## src/rtl/wb_bus_arbiter.sv

```systemverilog
// wb_bus_arbiter: shares one Wishbone master port between instruction fetch and data access.
// Optional bus watchdog is enabled by defining ARB_TIMEOUT_EN.
module wb_bus_arbiter #(
  parameter int ADDR_W  = 32,
  parameter int DATA_W  = 32,
  parameter int TIMEOUT = 255
) (
  input  logic                clk,
  input  logic                rst,
  input  logic                flush_i,
  input  logic                if_req_i,
  input  logic [ADDR_W-1:0]   if_addr_i,
  output logic [DATA_W-1:0]   if_rdata_o,
  output logic                if_ack_o,
  output logic                stallreq_from_if,
  input  logic                mem_req_i,
  input  logic                mem_we_i,
  input  logic [DATA_W/8-1:0] mem_sel_i,
  input  logic [ADDR_W-1:0]   mem_addr_i,
  input  logic [DATA_W-1:0]   mem_wdata_i,
  output logic [DATA_W-1:0]   mem_rdata_o,
  output logic                mem_ack_o,
  output logic                stallreq_from_mem,
  output logic                m_cyc_o,
  output logic                m_stb_o,
  output logic                m_we_o,
  output logic [DATA_W/8-1:0] m_sel_o,
  output logic [ADDR_W-1:0]   m_addr_o,
  output logic [DATA_W-1:0]   m_dat_o,
  input  logic [DATA_W-1:0]   m_dat_i,
  input  logic                m_ack_i,
  output logic                bus_err_o
);
  localparam int SEL_W = DATA_W / 8;

  typedef enum logic [2:0] {
    IDLE    = 3'd0,
    IF_BUS  = 3'd1,
    MEM_BUS = 3'd2,
    DRAIN   = 3'd3,
    RESP    = 3'd4
  } state_t;

  state_t              state_r, next_s;
  logic                owner_mem_r, owner_mem_d;
  logic                cyc_r, cyc_d;
  logic                we_r, we_d;
  logic [SEL_W-1:0]    sel_r, sel_d;
  logic [ADDR_W-1:0]   addr_r, addr_d;
  logic [DATA_W-1:0]   dat_r, dat_d;
  logic                if_ack_r, if_ack_d;
  logic                mem_ack_r, mem_ack_d;
  logic [DATA_W-1:0]   if_rdata_r, if_rdata_d;
  logic [DATA_W-1:0]   mem_rdata_r, mem_rdata_d;
  logic                err_r, err_d;
  logic                timeout_s;

`ifdef ARB_TIMEOUT_EN
  localparam int CNT_W = ($clog2(TIMEOUT + 1) > 8) ? $clog2(TIMEOUT + 1) : 8;
  logic [CNT_W-1:0] cnt_r;
  logic             counting_s;

  assign counting_s = (state_r == IF_BUS) || (state_r == MEM_BUS) || (state_r == DRAIN);
  assign timeout_s  = counting_s && (cnt_r == CNT_W'(TIMEOUT - 1)) && !m_ack_i;

  // Watchdog counter: restarts on every state change, runs only while a bus cycle is open
  always_ff @(posedge clk or negedge rst) begin
    if (!rst) begin
      cnt_r <= '0;
    end else if (!counting_s || (next_s != state_r)) begin
      cnt_r <= '0;
    end else begin
      cnt_r <= cnt_r + CNT_W'(1);
    end
  end
`else
  logic unused_timeout_s;
  assign unused_timeout_s = (TIMEOUT > 32'sd0);
  assign timeout_s        = 1'b0;
`endif

  // State register
  always_ff @(posedge clk or negedge rst) begin
    if (!rst) begin
      state_r <= IDLE;
    end else begin
      state_r <= next_s;
    end
  end

  // Next-state logic; MEM wins over IF, a flushed cycle is drained rather than abandoned
  always_comb begin
    next_s = state_r;
    case (state_r)
      IDLE: begin
        if (flush_i)        next_s = IDLE;
        else if (mem_req_i) next_s = MEM_BUS;
        else if (if_req_i)  next_s = IF_BUS;
        else                next_s = IDLE;
      end
      IF_BUS, MEM_BUS: begin
        if (m_ack_i && !flush_i) next_s = RESP;
        else if (m_ack_i)        next_s = IDLE;
        else if (flush_i)        next_s = DRAIN;
        else if (timeout_s)      next_s = RESP;
        else                     next_s = state_r;
      end
      DRAIN: begin
        if (m_ack_i || timeout_s) next_s = IDLE;
        else                      next_s = DRAIN;
      end
      RESP:    next_s = IDLE;
      default: next_s = IDLE;
    endcase
  end

  // Next values of the registered bus and requester outputs
  always_comb begin
    owner_mem_d = owner_mem_r;
    cyc_d       = cyc_r;
    we_d        = we_r;
    sel_d       = sel_r;
    addr_d      = addr_r;
    dat_d       = dat_r;
    if_ack_d    = 1'b0;
    mem_ack_d   = 1'b0;
    if_rdata_d  = if_rdata_r;
    mem_rdata_d = mem_rdata_r;
    err_d       = 1'b0;
    case (state_r)
      IDLE: begin
        if (next_s == MEM_BUS) begin
          owner_mem_d = 1'b1;
          cyc_d       = 1'b1;
          we_d        = mem_we_i;
          sel_d       = mem_sel_i;
          addr_d      = mem_addr_i;
          dat_d       = mem_wdata_i;
        end else if (next_s == IF_BUS) begin
          owner_mem_d = 1'b0;
          cyc_d       = 1'b1;
          we_d        = 1'b0;
          sel_d       = {SEL_W{1'b1}};
          addr_d      = if_addr_i;
          dat_d       = '0;
        end else begin
          cyc_d = 1'b0;
        end
      end
      IF_BUS, MEM_BUS: begin
        if (next_s == RESP) begin
          // Timeout completions return zero data with the error flag
          cyc_d = 1'b0;
          err_d = timeout_s;
          if (owner_mem_r) begin
            mem_ack_d   = 1'b1;
            mem_rdata_d = (m_ack_i && !we_r) ? m_dat_i : '0;
          end else begin
            if_ack_d   = 1'b1;
            if_rdata_d = m_ack_i ? m_dat_i : '0;
          end
        end else if (next_s == IDLE) begin
          cyc_d = 1'b0;
        end else begin
          cyc_d = 1'b1;
        end
      end
      DRAIN:   cyc_d = (next_s == DRAIN);
      RESP:    cyc_d = 1'b0;
      default: cyc_d = 1'b0;
    endcase
  end

  // Output registers
  always_ff @(posedge clk or negedge rst) begin
    if (!rst) begin
      owner_mem_r <= 1'b0;
      cyc_r       <= 1'b0;
      we_r        <= 1'b0;
      sel_r       <= '0;
      addr_r      <= '0;
      dat_r       <= '0;
      if_ack_r    <= 1'b0;
      mem_ack_r   <= 1'b0;
      if_rdata_r  <= '0;
      mem_rdata_r <= '0;
      err_r       <= 1'b0;
    end else begin
      owner_mem_r <= owner_mem_d;
      cyc_r       <= cyc_d;
      we_r        <= we_d;
      sel_r       <= sel_d;
      addr_r      <= addr_d;
      dat_r       <= dat_d;
      if_ack_r    <= if_ack_d;
      mem_ack_r   <= mem_ack_d;
      if_rdata_r  <= if_rdata_d;
      mem_rdata_r <= mem_rdata_d;
      err_r       <= err_d;
    end
  end

  assign m_cyc_o           = cyc_r;
  assign m_stb_o           = cyc_r;
  assign m_we_o            = we_r;
  assign m_sel_o           = sel_r;
  assign m_addr_o          = addr_r;
  assign m_dat_o           = dat_r;
  assign if_ack_o          = if_ack_r;
  assign mem_ack_o         = mem_ack_r;
  assign if_rdata_o        = if_rdata_r;
  assign mem_rdata_o       = mem_rdata_r;
  assign bus_err_o         = err_r;
  assign stallreq_from_if  = if_req_i & ~if_ack_r;
  assign stallreq_from_mem = mem_req_i & ~mem_ack_r;

endmodule

```

## config.mk

```make
export PLATFORM = sky130hd
export DESIGN_NAME = wb_bus_arbiter
export DESIGN_NICKNAME = d
export VERILOG_FILES = /design/src/rtl/wb_bus_arbiter.sv
export SDC_FILE = /design/constraint.sdc
export NUM_CORES = 1
export LEC_CHECK = 0
export ABC_AREA = 1
export BUFFER_PORTS_ARGS = -buffer_cell sky130_fd_sc_hd__buf_2
export CAP_MARGIN = 20
export CORE_ASPECT_RATIO = 0.8
export CORE_MARGIN = 10
export CORE_UTILIZATION = 47
export DETAILED_ROUTE_END_ITERATION = 10
export PLACE_DENSITY = 0.77
export SYNTH_ARGS = -nofsm -noshare
export SYNTH_HDL_FRONTEND = slang
export SYNTH_SLANG_ARGS = --single-unit
```

## constraint.sdc

```tcl
create_clock -name clk -period 2 [get_ports clk]
set_input_delay 0.4 -clock clk [delete_from_list [all_inputs] [get_ports clk]]
set_output_delay 0.4 -clock clk [all_outputs]
set_load 0.01 [all_outputs]
```

# Yosys cells after proc, flatten, opt, wreduce, memory -nomap -nowiden
# Cells that the tools add are included.
# word_totals
ff_bits	140
output_inout_bits	140
inputBits	139
# classes
reduce_logical	11
bitwise_logic	5
mux	30
eq_ne	7
# ops
cell	n
$mux W32	6
$mux W1	14
$eq A3 B2 Y1 const B	4
$mux W3	3
$pmux W3 S3	1
$mux W4	2
$eq A3 B1 Y1 const B	2
$logic_not A3 Y1	2
$mux W2	3
$reduce_and A3 Y1	2
$eq A3 B3 Y1 const B	1
$not A1 Y1	3
$pmux W1 S3	1
$and A1 B1 Y1	2
$logic_and A1 B1 Y1	2
$logic_not A1 Y1	2
$reduce_and A2 Y1	1
$reduce_bool A2 Y1	1
$reduce_or A2 Y1	1

# Longest topological paths before layout
# depth
word_depth	8
depth_mapped	12

# Worst setup path after synthesis
# OpenSTA, ideal clock, no wires.
# synth_timing
kind	input to register
start	input port m_ack_i
end	register dat_r[10] (netlist: m_dat_o[10])
setup_time_ns	0.117
t_required_ns	1.883
path_stages	11
path_slack_ns	0.438
arrival_time_ns	1.445
path_cell_list	buf_2 -> inv_2 -> o21ai_0 -> nor2_1 -> nor2_4 -> nand2_2 -> nand2_2 -> buf_4 -> buf_6 -> nand2_1 -> nand2_1
# synth_via
elab_chain_len	6
elab_cells_between_ends	10
cone_classes	eq/ne: 2; mux: 5; reduce/logical: 3
# synth_rtl
item	line_no	rtl
start: declaration	31	input logic m_ack_i,
$mux W3 / $logic_and A1 B1 Y1 (equally long branches)	103, 102	
$mux W3	102	if (m_ack_i && !flush_i) next_s = RESP;
$pmux W3 S3 (*)	94	case (state_r)
$eq A3 B2 Y1 / $eq A3 B1 Y1 (equally long branches)	132, 139	
$reduce_bool A2 Y1 (no source line)	--	
$reduce_and A2 Y1 (no source line)	--	
end signal: assignment	194	dat_r <= dat_d;
end: declaration	50	logic [DATA_W-1:0] dat_r, dat_d;
# Mark *: on every way between the ends. The rest lies on a longest branch, timed or not.
# A chain may end at the register's enable or synchronous reset.

# Worst setup path in the final report
# layout_timing
start	register state_r[1]
end	register addr_r[23] (netlist: m_addr_o[23])
# layout_via
elab_chain_len	7
elab_cells_between_ends	14
cone_classes	eq/ne: 5; mux: 5; reduce/logical: 4
# layout_rtl
item	line_no	rtl
start: declaration	44	state_t state_r, next_s;
start signal: assignment	87	state_r <= next_s;
$mux W3	104	else if (flush_i) next_s = DRAIN;
$mux W3	103	else if (m_ack_i) next_s = IDLE;
$mux W3	102	
$pmux W3 S3	94	
$eq A3 B2 Y1 / $eq A3 B1 Y1 (equally long branches)	132, 139	
$reduce_bool A2 Y1 (no source line)	--	
$reduce_and A2 Y1 (no source line)	--	
end signal: assignment	193	addr_r <= addr_d;
end: declaration	49	logic [ADDR_W-1:0] addr_r, addr_d;
# Parallel ways exist; a longest one is shown, timed or not.

==> summary.txt <==
STA
  – Max Freq: 602 MHz
  – Final hold vios: 0
  – Worst Clk Skew: 11.9 ps
  – RSZ-0062 raised after global routing: false
  – Fin Setup TNS: 0 ps
  – Worst setup margin: 338 ps
  – Slew Viols, Final: 0
  – Final setup fails: 0
  – Period utilization: 0.831
  – Tmin final: 1660 ps

Critical path
  – CP arrival: 2000 ps
  – CP max stage cell: dfrtp_1
  – Kind of cell adding the most delay to the critical path: simple AND/OR/NAND/NOR gates
  – Crit-path max cell delay: 430 ps
  – Worst Setup End Kind: flop
  – Worst Path Buf+Inv: 2
  – Setup CP Type: flop to flop
  – CP max FO: 32
  – Critical Path Start Type: flop
  – Crit path cell chain: inv_2, nand2_1, nand3_1, nor2_1, nor2_4, buf_4, nand3_1, nand2_1, nand2_1, nand2_1
  – Critical path depth in cells: 10
  – Register-to-Register Path Depth: 10
  – Required @ worst endpoint: 2340 ps
  – Top cell by count, worst path: nand2_1

Floorplanning
  – Core box area: 0.0123 sq mm
  – Die H: 121 microns
  – Die X-Extent: 147 microns
  – Die ar.: 0.0178 sq mm
  – Std-Cell Rows: 36
  – Initial core utilization: 0.488
  – Boundary pin count: 279

CTS
  – Clk buf depth: 2
  – CTS Buf Count: 17
  – H-Tree Depth: 4
  – Post-CTS Setup Bufs: 0
  – CTS tree: done
  – Root buffer cell: clkbuf_16
  – Clk Latency, worst-skew pair: 410 ps
  – Worst-path clk slew: 70 ps
  – CTS Sinks: 140

Hold path
  – Worst hold stages: 3
  – Hold WC Path Type: input port to flop

Finish
  – Fillcell total: 1043
  – Layout cells sized above 1: 0.336
  – Area Growth Syn to Fin: 38.0%
  – Nets: 1140

Routing
  – Drt via density: 5.08
  – Routed vias: 6026
  – Final ANT Viol Nets: 0
  – DRT Wirelength: 20.2 mm
  – First DRT Iteration DRCs: 473
  – DRC: 0
  – Routed len/inst: 17.1 microns
  – Drt pass-1 iters: 5

Synthesis
  – Mapped cell area: 0.00602 sq mm
  – Number of distinct library cells after synthesis: 20
  – Register area share after synthesis: 0.582
  – Synthesized flop and latch total: 140
  – Mapped Cells: 735
  – Post-Syn Area per Cell: 8.20 sq um
  – Synth warn: 0
  – Synth Net Count: 874

Place
  – Worst slack, placed: 310 ps
  – GPL Wtd Cong: 0.824
  – I/O Buffers: 277
  – Dpl hpwl: 14.6 mm

Power
  – Peak supply drop: 0.838 mV
  – Lkg Pwr: 4.95 nW
  – Pwr/cell area: 1620 mW/mm^2

Global routing
  – First-pass GRT wire length: 32.0 mm
  – Vias in the first global route: 5768
  – Total grt overflow: 0
  – Largest net degree at the start of global routing: 60
  – GRT Util Overall: 0.222
  – Initial antenna violation count: 1

Flow run
  – Number of max-cap violations: 0

Status
  – Status: complete, no violations
final timing paths:
| path | to | startpoint | slack (ps) |
|---|---|---|---|
| worst max-delay path | m_addr_o[23] | state_r[1] | 340 |
| worst max register to register | m_addr_o[23] | state_r[1] | 340 |
| worst min-delay path | m_dat_o[30] | mem_wdata_i[30] | 190 |
| max in group asynchronous | if_rdata_o[27] | rst | 900 |
| min in group asynchronous | m_dat_o[25] | rst | 450 |
| worst min register to register | m_dat_o[28] | m_dat_o[28] | 470 |
repair_timing:
item | in CTS | in global routing
resized for setup | 0 | 0
hold buffers | 1 | 0
endpoints found under the hold margin | 34 | 0
cells in the mapped netlist, drive strengths merged:
cell,n,area (sq um)
buf,28,154
dfrtp,140,3500
a21oi,5,28.8
nand3,99,495
clkbuf,22,82.6
inv,16,60.1
o21ai,67,335
conb,1,3.75
nand2,336,1270
nand4,1,6.26
nor2,19,81.3
nor3,1,5.00
stage by stage:
| stage | util | cell area (sq um) | total power [mW] | hold WS, ps | std cells |
|---|---|---|---|---|---|
| final | 0.673 | 8310 | 13.5 | 186 | 1186 |
| after CTS | 0.673 | 8310 | 13.6 | 168 | 1185 |
| after global routing | 0.673 | 8310 | 14.5 | 171 | 1185 |
| after detailed placement | 0.621 | 7660 | 10.2 | 313 | 1152 |
| after global placement | 0.621 | 7660 | 10.1 | 314 | 1152 |
| after floorplan | - | 6020 | 7.70 | 104 | 735 |
report_power, final:
group / internal [mW] / leakage, nW / switching, mW / total [mW]
Clock: 2.12 / 0.304 / 1.27 / 3.39
Combinational: 2.00 / 2.84 / 3.50 / 5.50
Sequential: 4.00 / 1.81 / 0.604 / 4.61
worst register-to-register path: cells and delay by family, from the launching register on:
| family | cells | cell delay (ps) |
|---|---|---|
| AND/OR/NAND/NOR | 8 | 740 |
| flip-flops | 1 | 430 |
| buffers and inverters | 2 | 420 |
final cells by class:
cell class	count	area [sq um]	share of cell area
Inverter	16	60.1	0.00723
Timing Repair Buffer	297	1660	0.199
Antenna cell	1	2.50	0.000301
Tap cell	171	214	0.0257
Clock inverter	14	208	0.0250
Multi-Input combinational cell	529	2240	0.269
Clock buffer	18	429	0.0516
Sequential cell	140	3500	0.421
flip-flops by register name (all words and copies together) (netlist names):
signal / flops
m_dat_o: 32
state_r: 3
m_we_o: 1
mem_ack_o: 1
mem_rdata_o: 32
m_addr_o: 32
if_rdata_o: 32
m_sel_o: 4
m_cyc_o: 1
owner_mem_r: 1
if_ack_o: 1
routing by layer:
layer  share of wire  up-vias  track usage  wire length [microns]
li1                -     2883            -                      -
met1            0.42     2824        0.292                   8550
met2            0.48      301        0.352                   9780
met3           0.082       16       0.0701                   1660
met4           0.011        2       0.0506                    230
met5         0.00064        -            0                     13
placed cells by master (no fill, tap or decap), types with 5 or more instances in the layout:
master and count:
buf_2 276, clkbuf_16 17, o21ai_1 10, nand2_1 333
inv_6 5, nand3_1 98, buf_12 9, buf_4 10
o21ai_0 57, inv_1 12, dfrtp_1 140, nor2_1 14
cell families after synthesis:
kind of cell,synth area share
simple gates,0.308
flops,0.582
other cells,0.000622
compound gates,0.0604
buf+inv,0.0492
Power figures use the tool's default switching activity.
